File: src/rtl/mealy_seq_controller.sv
// mealy_seq_controller
//
// Drives the serial input of a single-bit Mealy detector with a captured bit
// pattern (LSB first), clears the detector before each run, and counts the
// detector's output pulses while the pattern is being shifted out.
//
// Run shape for an accepted start with effective length L:
//   IDLE -> CLEAR (1 cycle) -> SHIFT (L cycles) -> DONE (1 cycle) -> IDLE
//
// Ports:
//   clock        in   system clock, rising edge
//   reset        in   synchronous active-high reset
//   start        in   run request, only looked at in IDLE
//   pattern      in   PAT_W bits to send, bit 0 first
//   length       in   CNT_W number of bits to send (clamped to PAT_W)
//   aout         in   detector output (combinational from ain)
//   ain          out  serial bit to the detector (registered)
//   det_reset    out  detector clear, high in CLEAR and while reset is high
//   busy         out  high through CLEAR and all SHIFT cycles
//   done         out  one-cycle pulse in the DONE cycle
//   match_count  out  detector hits of the last run, held until next start

module mealy_seq_controller #(
  parameter int PAT_W = 16,
  parameter int CNT_W = 5
) (
  input  logic             clock,
  input  logic             reset,
  input  logic             start,
  input  logic [PAT_W-1:0] pattern,
  input  logic [CNT_W-1:0] length,
  input  logic             aout,
  output logic             ain,
  output logic             det_reset,
  output logic             busy,
  output logic             done,
  output logic [CNT_W-1:0] match_count
);

  typedef enum logic [1:0] {
    ST_IDLE  = 2'b00,
    ST_CLEAR = 2'b01,
    ST_SHIFT = 2'b10,
    ST_DONE  = 2'b11
  } state_e;

  localparam logic [CNT_W-1:0] MAX_LEN = CNT_W'(PAT_W);
  localparam logic [CNT_W-1:0] ONE     = CNT_W'(1);
  localparam logic [CNT_W-1:0] ZERO    = {CNT_W{1'b0}};

  state_e           state_q;
  logic [PAT_W-1:0] shreg_q;   // remaining bits, next bit to send in [0]
  logic [CNT_W-1:0] bitcnt_q;  // SHIFT cycles still to run, including the current one
  logic             ain_q;
  logic             busy_q;
  logic             done_q;
  logic [CNT_W-1:0] match_q;
  logic [CNT_W-1:0] eff_len_s;

  // Clamp the requested length to the shift register width.
  always_comb begin
    eff_len_s = length;
    if (length > MAX_LEN) begin
      eff_len_s = MAX_LEN;
    end else begin
      eff_len_s = length;
    end
  end

  // Run sequencer: state, shift register, bit counter and all registered outputs.
  always_ff @(posedge clock) begin
    if (reset) begin
      state_q  <= ST_IDLE;
      shreg_q  <= {PAT_W{1'b0}};
      bitcnt_q <= ZERO;
      ain_q    <= 1'b0;
      busy_q   <= 1'b0;
      done_q   <= 1'b0;
      match_q  <= ZERO;
    end else begin
      case (state_q)
        ST_IDLE: begin
          ain_q  <= 1'b0;
          done_q <= 1'b0;
          if (start) begin
            shreg_q  <= pattern;
            bitcnt_q <= eff_len_s;
            match_q  <= ZERO;
            busy_q   <= 1'b1;
            state_q  <= ST_CLEAR;
          end else begin
            busy_q   <= 1'b0;
          end
        end
        ST_CLEAR: begin
          if (bitcnt_q == ZERO) begin
            // Zero-length run: nothing to shift, finish straight away.
            busy_q  <= 1'b0;
            done_q  <= 1'b1;
            ain_q   <= 1'b0;
            state_q <= ST_DONE;
          end else begin
            ain_q   <= shreg_q[0];
            shreg_q <= {1'b0, shreg_q[PAT_W-1:1]};
            state_q <= ST_SHIFT;
          end
        end
        ST_SHIFT: begin
          // aout reflects the bit presented during this cycle.
          if (aout) begin
            match_q <= match_q + ONE;
          end else begin
            match_q <= match_q;
          end
          bitcnt_q <= bitcnt_q - ONE;
          if (bitcnt_q == ONE) begin
            ain_q   <= 1'b0;
            busy_q  <= 1'b0;
            done_q  <= 1'b1;
            state_q <= ST_DONE;
          end else begin
            ain_q   <= shreg_q[0];
            shreg_q <= {1'b0, shreg_q[PAT_W-1:1]};
          end
        end
        ST_DONE: begin
          done_q  <= 1'b0;
          ain_q   <= 1'b0;
          busy_q  <= 1'b0;
          state_q <= ST_IDLE;
        end
        default: begin
          state_q <= ST_IDLE;
          ain_q   <= 1'b0;
          busy_q  <= 1'b0;
          done_q  <= 1'b0;
          match_q <= ZERO;
        end
      endcase
    end
  end

  // The detector must also be held clear for the whole of our own reset.
  assign det_reset   = reset | (state_q == ST_CLEAR);
  assign ain         = ain_q;
  assign busy        = busy_q;
  assign done        = done_q;
  assign match_count = match_q;

endmodule

File: config.mk
export PLATFORM = sky130hd
export DESIGN_NAME = mealy_seq_controller
export DESIGN_NICKNAME = d
export VERILOG_FILES = /design/src/rtl/mealy_seq_controller.sv
export SDC_FILE = /design/constraint.sdc
export NUM_CORES = 1
export LEC_CHECK = 0
export CORE_MARGIN = 1.5
export CORE_UTILIZATION = 52
export CTS_CLUSTER_DIAMETER = 100
export DETAILED_ROUTE_END_ITERATION = 8
export PLACE_DENSITY = 0.86
export RECOVER_POWER = 50
export SLEW_MARGIN = 20
export SYNTH_ARGS = -nofsm -noshare
export SYNTH_HDL_FRONTEND = slang
export SYNTH_SLANG_ARGS = --single-unit
File: constraint.sdc
create_clock -name clock -period 2.2 [get_ports clock]
set_input_delay 0.55 -clock clock [delete_from_list [all_inputs] [get_ports clock]]
set_output_delay 0.55 -clock clock [all_outputs]
set_load 0.01 [all_outputs]
==> metrics, run 1 <==
top-count cell post-synth=dfxtp_1; CTS max path bufs=2; number of global-route vias before repair=1420; Top Ports=34; worst clock skew=0.00382 ns; Slew HR=44.9%; power per cell area=1370 mW/mm^2; RSZ-0062 raised after global routing=no; sw frac=38.3%; crit path time final=2.13 ns; sequential share of the synthesized area=32.4%; post-layout util=68.2%; Ys Warns=0; routed wire length on met3=169 um; number of CTS-inserted buffers=5; CP Data Arrival Time=1.58 ns; crit-path max FO=2; Final Power=3220 uW; number of flops mapped to enable cells by yosys=0; Syn Area/Cell=9.52 sq um; CP bufs+invs=2; DR WL met2=1730 um; Highest Clock Rate=470 MHz; M1 WL=1790 um; DR vias/cell=5.41; Hold WS=0.474 ns; multiplexer share of the synthesized area=22.7%; routability cong.=0.835; Clock power frac=15.6%; total congestion overflow=0; chip width=63.7 um; Post-Synth XOR/XNOR Area=0%; Starting DRT DRC Count=106; # Max-Cap Violations=0; net switching power=1230 uW; Post-synth ARST share=0%; first-pass GRT wire length=6590 um; crit start category=input pin; largest net degree at the start of global routing=47; post-DP HPWL=2630 um; antenna fix cells=0; fillers=283; Yosys top cell area share=32.4%; slowest cell on the critical path=clkdlybuf4s50_1; CTS HTree Levels=2; clock-pin slew on the worst setup and hold paths=0.06 ns; Int Power=1990 uW; critical path, cell by cell=clkdlybuf4s50_1, or2_2, dlygate4sd2_1; Syn Nets=234; period utilization=96.7%; Sink Count=31; TritonCTS clock tree=built; initial core utilization=55.6%; CP required=1.65 ns; hold buffers post-CTS=0; largest family of logic cells by synthesized area=multiplexers; Yosys reg bits=31; Crit. End Element=primary output; Buffers on Ports=33; Gate power share=55.2%; maximum vdd drop=0.000714 V; Area Overhead vs Synth=22.7%; top sig layer=met4; TritonRoute pass-1 iters=4; Flop pwr share=29.2%; slew of the pin with the lowest slew margin=0.826 ns; via count=1515; post-synth cell types=45; Area contributors post-synth=dfxtp_1 (32%), mux2i_1 (12%), mux2_4 (7.1%), nor2b_1 (5.6%), ha_1 (5.2%); Post-CTS Resized=2; Net count, final=266; final wirelength=3780 um; gate count of the mapped netlist=201; synthesized cell area=0.00191 sq mm; Core Region=0.00344 sq mm; Setup violations, final=0; complex-gate fraction of the synthesized area=11.5%; Tot GR Track Use=21.1%; Main synth FF type=dfxtp_1; HP Class=reg -> reg; post-synth top area cell=dfxtp_1; adder-cell share of the synthesized area=5.23%; Synth top cells by count=dfxtp_1 (31), mux2i_1 (22), nor2_1 (19); Slew Limit Fails=0; Largest delay share family, worst path=buffers and inverters; clk root buf=clkbuf_8; routed len/inst=13.5 um; Pleak=0.000952 uW; die area=0.00405 sq mm; Final Hold Fails=0; die span in y=63.7 um; Worst path max stage delay=0.43 ns; drt drc=0; post-CTS setup buffers=0; Synth Area in Simple Gates=21.6%; outcome=finished, final reports clean; row cnt=21; Setup Crit Path Kind=in -> out; antenna-violating nets left=0; share of layout cells above drive strength 1=17.1%; initial antenna violation count=0; clk_lat worst skew=0.29 ns
[power groups by stage]
stage	Combinational, uW	Sequential [uW]	Clock [uW]
after detailed placement	1850	940	0
after global placement	1810	929	0
final	1780	939	502
after floorplan	1580	888	0
after CTS	1860	936	513
after global routing	1940	972	542
[cell usage in the layout, fill, tap and decap left out, types with 2 or more instances in the layout]
cell type / count
a211oi_1: 2
a21o_1: 2
a21oi_1: 8
a31oi_1: 2
buf_4: 4
clkbuf_1: 2
clkbuf_8: 7
clkdlybuf4s50_1: 24
dfxtp_1: 30
dlygate4sd3_1: 8
ha_1: 8
inv_1: 7
mux2_2: 7
mux2_4: 9
mux2i_1: 22
nand2_1: 5
nand2b_1: 5
nand3_1: 3
nand4_1: 2
nor2_1: 19
nor2b_1: 17
nor3_1: 2
nor4b_2: 2
o21ai_0: 8
o31ai_1: 3
or4_2: 3
[layout make-up]
cell class	instances	area [sq um]	area share, %
clock buffer	8	100	4.26
inverter	7	26.3	1.12
multi-input combinational	148	1170	49.7
sequential	31	622	26.5
tap	46	57.6	2.45
timing repair buffer	40	375	16.0
[cells by family (layout without fill, tap and decap cells)]
kind of cell	after synthesis	after routing
DFF	31	31
adders and majority gates	8	8
AOI/OAI and AO/OA	33	33
muxes	38	38
and+or+nand+nor	69	69
buffers and inverters	22	55
[registers in the layout, summed over array words and instances (netlist names)]
signal and count:
shreg_q 16, bitcnt_q 5, match_count 5, state_q 2
ain 1, busy 1, done 1
[layer usage]
metal | track usage [%] | vias up
met3 | 7.14 | 7
li1 | - | 774
met5 | 0 | -
met2 | 33.0 | 37
met4 | 9.78 | 0
met1 | 26.0 | 697
[final timing paths]
path,from,end,slack [ns],depth (start not counted)
setup / recovery,reset,det_reset,0.07,3
hold reg to reg,match_count[4],match_count[4],0.47,2
hold / removal,match_count[4],match_count[4],0.47,2
setup reg to reg,state_q[0],shreg_q[5],0.14,6
[tightest hold or removal path: cells and delay by family, from the launching register on]
family	cells	cell delay (ns)
AOI/OAI and AO/OA	2	0.11
DFF	1	0.32
[stage by stage]
step / area (sq um) / worst slack [ns] / instances / TNS (ns)
CTS: 2370 / 0.0687 / 280 / 0
global route: 2350 / 0.0166 / 280 / 0
global placement: 2270 / -0.118 / 272 / -0.118
detailed placement: 2270 / -0.127 / 272 / -0.127
finish: 2350 / 0.0719 / 280 / 0
floorplan: 1910 / 0.223 / 201 / 0
Power figures use the tool's default switching activity.
==> run 2, diff against run 1 <==
--- a/config.mk
+++ b/config.mk
@@ -5,6 +5,7 @@
 export SDC_FILE = /design/constraint.sdc
 export NUM_CORES = 1
 export LEC_CHECK = 0
+export CAP_MARGIN = 10
 export CORE_MARGIN = 1.5
 export CORE_UTILIZATION = 52
 export CTS_CLUSTER_DIAMETER = 100
==> results of run 2 <==
The final DEF is identical to that of run 1; final timing and power are the same.
